[config.mk]
export PLATFORM = sky130hd
export DESIGN_NAME = jstk_spi_reader
export DESIGN_NICKNAME = d
export VERILOG_FILES = /design/src/rtl/jstk_spi_reader_pkg.sv /design/src/rtl/jstk_spi_byte.sv /design/src/rtl/jstk_spi_reader.sv
export SDC_FILE = /design/constraint.sdc
export NUM_CORES = 1
export LEC_CHECK = 0
export ABC_AREA = 1
export CORE_MARGIN = 3
export CORE_UTILIZATION = 50
export DETAILED_ROUTE_END_ITERATION = 16
export PLACE_DENSITY = 0.68
export SLEW_MARGIN = 20
export SYNTH_ARGS = -nofsm -noshare
export SYNTH_HDL_FRONTEND = slang
export SYNTH_SLANG_ARGS = --single-unit
[constraint.sdc]
create_clock -name clk -period 16.3 [get_ports clk]
set_input_delay 4.89 -clock clk [delete_from_list [all_inputs] [get_ports clk]]
set_output_delay 4.89 -clock clk [all_outputs]
set_load 0.005 [all_outputs]
[src/rtl/jstk_spi_reader_pkg.sv]
// Shared types and constants for the joystick SPI reader.
package jstk_spi_reader_pkg;

    // Transaction sequencer states
    typedef enum logic [2:0] {
        StIdle,
        StSetup,
        StShift,
        StGap,
        StDone
    } state_t;

    localparam int unsigned NumBytes  = 5;
    localparam logic [5:0]  CmdPrefix = 6'b100000;
    localparam logic [9:0]  JoyCentre = 10'd512;

    // First byte sent each transaction: fixed prefix plus LED command bits
    function automatic logic [7:0] cmd_byte(input logic [1:0] leds);
        return {CmdPrefix, leds};
    endfunction

endpackage

[src/rtl/jstk_spi_byte.sv]
// 8-bit SPI mode-0 shift engine: MSB first, sample on rising, shift on falling.
module jstk_spi_byte #(
    parameter int unsigned SCLK_HALF = 50
) (
    input  logic       clk,
    input  logic       clr,
    input  logic       i_start,
    input  logic [7:0] i_tx,
    input  logic       i_miso,
    output logic [7:0] o_rx,
    output logic       o_done,
    output logic       o_sclk,
    output logic       o_mosi
);

    logic        r_busy;
    logic        r_sclk;
    logic        r_done;
    logic [31:0] r_cnt;
    logic [2:0]  r_bit;
    logic [7:0]  r_tx;
    logic [7:0]  r_rx;
    logic        w_half;

    assign w_half = r_busy && (r_cnt == SCLK_HALF - 1);

    // Half-period timer, sclk toggle, and the tx/rx shift registers
    always_ff @(posedge clk or posedge clr) begin
        if (clr) begin
            r_busy <= 1'b0;
            r_sclk <= 1'b0;
            r_done <= 1'b0;
            r_cnt  <= '0;
            r_bit  <= '0;
            r_tx   <= '0;
            r_rx   <= '0;
        end else begin
            r_done <= 1'b0;
            if (i_start && !r_busy) begin
                r_busy <= 1'b1;
                r_sclk <= 1'b0;
                r_cnt  <= '0;
                r_bit  <= '0;
                r_tx   <= i_tx;
            end else if (r_busy) begin
                if (w_half) begin
                    r_cnt  <= '0;
                    r_sclk <= ~r_sclk;
                    if (!r_sclk) begin
                        r_rx <= {r_rx[6:0], i_miso};
                    end else begin
                        // Falling edge: next MSB appears while sclk is low
                        r_tx  <= {r_tx[6:0], 1'b0};
                        r_bit <= r_bit + 3'd1;
                        if (r_bit == 3'd7) begin
                            r_busy <= 1'b0;
                            r_done <= 1'b1;
                        end
                    end
                end else begin
                    r_cnt <= r_cnt + 32'd1;
                end
            end
        end
    end

    assign o_rx   = r_rx;
    assign o_done = r_done;
    assign o_sclk = r_sclk;
    assign o_mosi = r_busy & r_tx[7];

endmodule

[src/rtl/jstk_spi_reader.sv]
// Periodic 5-byte SPI poll of a joystick; publishes X/Y/buttons atomically.
module jstk_spi_reader
    import jstk_spi_reader_pkg::*;
#(
    parameter int unsigned SCLK_HALF   = 50,
    parameter int unsigned SS_SETUP    = 1500,
    parameter int unsigned BYTE_GAP    = 1000,
    parameter int unsigned POLL_PERIOD = 1000000
) (
    input  logic       clk,
    input  logic       clr,
    input  logic [1:0] leds,
    input  logic       miso,
    output logic       ss,
    output logic       sclk,
    output logic       mosi,
    output logic [9:0] joy_x,
    output logic [9:0] joy_y,
    output logic [2:0] buttons,
    output logic       sample_valid
);

    state_t      r_state;
    state_t      w_state_d;
    logic [31:0] r_poll;
    logic [31:0] r_cnt;
    logic [2:0]  r_idx;
    logic [1:0]  r_leds;
    logic [9:0]  r_x;
    logic [9:0]  r_y;
    logic [9:0]  r_joy_x;
    logic [9:0]  r_joy_y;
    logic [2:0]  r_buttons;
    logic        w_tick;
    logic        w_cnt_done;
    logic        w_last;
    logic        w_start;
    logic        w_done;
    logic [7:0]  w_rx;
    logic [7:0]  w_tx;

    assign w_tick     = (r_poll == POLL_PERIOD - 1);
    assign w_cnt_done = ((r_state == StSetup) && (r_cnt == SS_SETUP - 1)) ||
                        ((r_state == StGap)   && (r_cnt == BYTE_GAP - 1));
    assign w_last     = (r_idx == 3'(NumBytes - 1));
    assign w_tx       = (r_idx == 3'd0) ? cmd_byte(r_leds) : 8'h00;

    jstk_spi_byte #(
        .SCLK_HALF (SCLK_HALF)
    ) u_byte (
        .clk     (clk),
        .clr     (clr),
        .i_start (w_start),
        .i_tx    (w_tx),
        .i_miso  (miso),
        .o_rx    (w_rx),
        .o_done  (w_done),
        .o_sclk  (sclk),
        .o_mosi  (mosi)
    );

    // Next-state logic; a poll tick outside StIdle is simply ignored
    always_comb begin
        w_state_d = r_state;
        w_start   = 1'b0;
        unique case (r_state)
            StIdle:  if (w_tick) w_state_d = StSetup;
            StSetup: if (w_cnt_done) begin
                w_state_d = StShift;
                w_start   = 1'b1;
            end
            StShift: if (w_done) w_state_d = w_last ? StDone : StGap;
            StGap:   if (w_cnt_done) begin
                w_state_d = StShift;
                w_start   = 1'b1;
            end
            StDone:  w_state_d = StIdle;
            default: w_state_d = StIdle;
        endcase
    end

    // State register, free-running poll counter and per-state dwell counter
    always_ff @(posedge clk or posedge clr) begin
        if (clr) begin
            r_state <= StIdle;
            r_poll  <= '0;
            r_cnt   <= '0;
        end else begin
            r_state <= w_state_d;
            r_poll  <= w_tick ? 32'd0 : r_poll + 32'd1;
            r_cnt   <= (w_state_d != r_state) ? 32'd0 : r_cnt + 32'd1;
        end
    end

    // Collect received bytes into staging; outputs change only on the final byte
    always_ff @(posedge clk or posedge clr) begin
        if (clr) begin
            r_idx     <= '0;
            r_leds    <= '0;
            r_x       <= '0;
            r_y       <= '0;
            r_joy_x   <= JoyCentre;
            r_joy_y   <= JoyCentre;
            r_buttons <= '0;
        end else begin
            if (r_state == StIdle && w_tick) begin
                r_idx  <= '0;
                r_leds <= leds;
                r_x    <= '0;
                r_y    <= '0;
            end else if (r_state == StShift && w_done) begin
                r_idx <= r_idx + 3'd1;
                case (r_idx)
                    3'd0:    r_x[7:0] <= w_rx;
                    3'd1:    r_x[9:8] <= w_rx[1:0];
                    3'd2:    r_y[7:0] <= w_rx;
                    3'd3:    r_y[9:8] <= w_rx[1:0];
                    default: begin
                        r_joy_x   <= r_x;
                        r_joy_y   <= r_y;
                        r_buttons <= w_rx[2:0];
                    end
                endcase
            end
        end
    end

    assign ss           = !(r_state inside {StSetup, StShift, StGap});
    assign sample_valid = (r_state == StDone);
    assign joy_x        = r_joy_x;
    assign joy_y        = r_joy_y;
    assign buttons      = r_buttons;

endmodule

==> impl_metrics.csv <==
group,metric,value,unit
run_status,status,"complete, no violations",
floorplanning,dieArea,20600,µm²
cells_and_area,layout_common_cells,"nand2_1, nor2_1, dfrtp_1",
clock_tree,insertion_delay,450,ps
power_and_ir_drop,power.share.clock,0.493,
logic_synthesis,synth_enable_flop_cells,0,
clock_tree,cts_buffers,17,
worst_setup_path,worstSetupPathType,"reg2out",
clock_tree,ctsLongestPathBuffers,2,
logic_synthesis,synth_cells,1290,
timing,finalHoldViolations,0,
run,maxCapViolCount,0,
clock_tree,clkTransAtPathRegs,80,ps
cells_and_area,stdcell_count,1555,
logic_synthesis,synth_ff_type,"dfrtp_1",
timing,slew_headroom,0.359,
clock_tree,cts_tree,"yes",
clock_tree,htree_levels,4,
cells_and_area,drive_above_1_share,0.0611,
grt,grt_first_pass_wirelength,37700,µm
power_and_ir_drop,p_leak,5.25,nW
cells_and_area,num-nets-final,1329,
floorplanning,io_pins,32,
timing,rsz0062_at_grt,"no",
clock_tree,cts_root_buf,"clkbuf_16",
placed_design,place_inst,1523,
clock_tree,cts_resized,0,
placed_design,place_hpwl,15400,µm
timing,fin_worst_skew,14.9,ps
floorplanning,die_w,143,µm
drt,vias_per_cell,5.24,
power_and_ir_drop,seqPwrFrac,0.497,
grt,grt_max_degree,112,
timing,tightest_slew,961,ps
worst_setup_path,worstPathMaxFanout,6,
grt,grt_pass1_vias,7894,
logic_synthesis,synth_seq_cells,169,
drt,wl,21500,µm
hold_path,hold_path_class,"reg2reg",
hold_path,hp-start,"joy_y[9]$_DFFE_PP1P_",
floorplanning,die_h,143,µm
drt,drt_iter0_markers,649,
worst_setup_path,setup.worst_path.end_class,"output pin",
drt,post-route-drc-count,0,
worst_setup_path,worstPathRequired,11410,ps
power_and_ir_drop,vdd_drop_max,73.9,µV
logic_synthesis,ys_warn_count,0,
power_and_ir_drop,switchingPower,0.213,mW
logic_synthesis,synth_nets,1306,
logic_synthesis,postSynthAreaPerCell,7.32,µm²
floorplanning,coreArea,18300,µm²
floorplanning,start_util,0.517,
logic_synthesis,ys_types,37,
placed_design,portBuffers,31,
timing,setup_slack,9670,ps
drt,drtPass1Iterations,5,
worst_setup_path,r2r-start,"r_cnt[25]$_DFF_PP0_",
timing,period_minus_slack,6630,ps
drt,wl_per_cell,13.8,µm
grt,overflow,0,
worst_setup_path,crit_path_start,"r_state[0]$_DFF_PP0_",
logic_synthesis,ys_seq_area_frac,0.448,
power_and_ir_drop,p_int,0.630,mW
clock_tree,hold_buffers,0,
timing,finalSetupViolCount,0,
drt,dr_total_vias,8147,
clock_tree,cts.sinks,169,
floorplanning,rows,49,
worst_setup_path,arrival,1740,ps
drt,ant_nets,0,
worst_setup_path,crit_path_start_kind,"flip-flop",
cells_and_area,n_antenna_cell,0,
cells_and_area,area_delta_synth_final,11.2,%
placed_design,place_ws,9340,ps
power_and_ir_drop,netSwitchingFraction,0.253,
timing,final.period_utilization,0.407,
cells_and_area,mostFrequentLayoutCell,"nand2_1",
clock_tree,cts_setup_buffers,0,
grt,grt_usage,0.224,
timing,maxSlewViolCount,0,
logic_synthesis,async_flop_share,1.00,
logic_synthesis,synth_area,9440,µm²
placed_design,gp_congestion,0.908,
grt,antenna_found_initial,0,
timing,fmax,151,MHz
power_and_ir_drop,p_per_area,80.3,nW/µm²
timing,timing.setup.tns,0,ps
power_and_ir_drop,combPwrFrac,0.011,
[synthesized netlist by cell type, types with 5 or more instances]
master / instances / share of area
clkbuf_1: 10 / 0.0040
inv_1: 152 / 0.060
inv_2: 5 / 0.0020
xor2_1: 41 / 0.038
dfrtp_1: 167 / 0.44
nand2_2: 9 / 0.0060
buf_6: 8 / 0.0095
o21ai_2: 16 / 0.015
nand3_1: 96 / 0.051
nor3_1: 45 / 0.024
nor2_1: 213 / 0.085
ha_1: 11 / 0.015
xnor2_1: 13 / 0.012
nand2_1: 386 / 0.15
a21oi_1: 16 / 0.0085
nand4_1: 28 / 0.019
buf_2: 10 / 0.0053
o21ai_0: 23 / 0.012
[layout make-up]
class                           instances  area (µm²)
Clock buffer                           17         425
Clock inverter                         15         200
Fill cell                            1775        7770
Inverter                              158         598
Multi-Input combinational cell        935        4440
Sequential cell                       169        4230
Tap cell                              229         287
Timing Repair Buffer                   32         318
[power by group through the flow]
| stage | logic (mW) | clock network (mW) | registers [mW] |
|---|---|---|---|
| after CTS | 0.00993 | 0.425 | 0.419 |
| after global placement | 0.00993 | 0 | 0.427 |
| final | 0.00904 | 0.416 | 0.419 |
| after detailed placement | 0.00987 | 0 | 0.427 |
| after global routing | 0.0110 | 0.443 | 0.419 |
| after floorplan | 0.00614 | 0 | 0.427 |
[metal layers]
metal	part of all wire	global-route usage	wire (µm)	vias to the layer above
met2	0.48	0.368	10400	159
met1	0.46	0.305	9930	3870
met3	0.040	0.0423	855	29
li1	-	-	-	4089
met5	0	0	0	-
met4	0.014	0.0659	305	0
[worst paths after layout]
path                                                to  slack [ps]  depth (start not counted)
max in group asynchronous           r_x[8]$_DFFE_PP0P_        9960                          3
hold / removal                    joy_y[9]$_DFFE_PP1P_         470                          2
setup reg to reg           u_byte.r_cnt[0]$_DFFE_PP0P_       13510                         10
min in group asynchronous           r_cnt[0]$_DFF_PP0_        5060                          2
hold reg to reg                   joy_y[9]$_DFFE_PP1P_         470                          2
setup / recovery                          sample_valid        9670                          4
[sequential cells by signal, indices dropped and copies added (netlist names), 2 cells and up]
signal	cells
joy_y	10
r_y	10
r_poll	32
r_state	3
r_cnt	32
u_byte.r_bit	3
joy_x	10
u_byte.r_tx	8
r_x	10
u_byte.r_cnt	32
r_leds	2
r_idx	3
buttons	3
u_byte.o_rx	8
[logic make-up after synthesis]
group,Yosys count,synth area share
XOR/XNOR,54,0.0501
buffers and inverters,186,0.0816
flip-flops,169,0.448
adder cells (fa/ha/maj),11,0.0146
AND/OR/NAND/NOR,803,0.362
AO/OA/AOI/OAI,67,0.0439
[through the flow]
| step | utilization | total power [mW] | area (µm²) | hold WS, ps |
|---|---|---|---|---|
| after detailed placement | 0.540 | 0.437 | 9870 | 458 |
| after global placement | 0.540 | 0.437 | 9870 | 454 |
| after floorplan | - | 0.433 | 9440 | 433 |
| final | 0.575 | 0.844 | 10500 | 470 |
| after CTS | 0.575 | 0.853 | 10500 | 473 |
| after global routing | 0.575 | 0.873 | 10500 | 483 |
[worst max-delay path: stages, from the launching register on]
cell,delay (ps)
dfrtp_1,450
nor2_1,120
inv_1,50
nor2_1,140
clkdlybuf4s50_1,530
No activity file was read; power rests on OpenSTA's default activity.
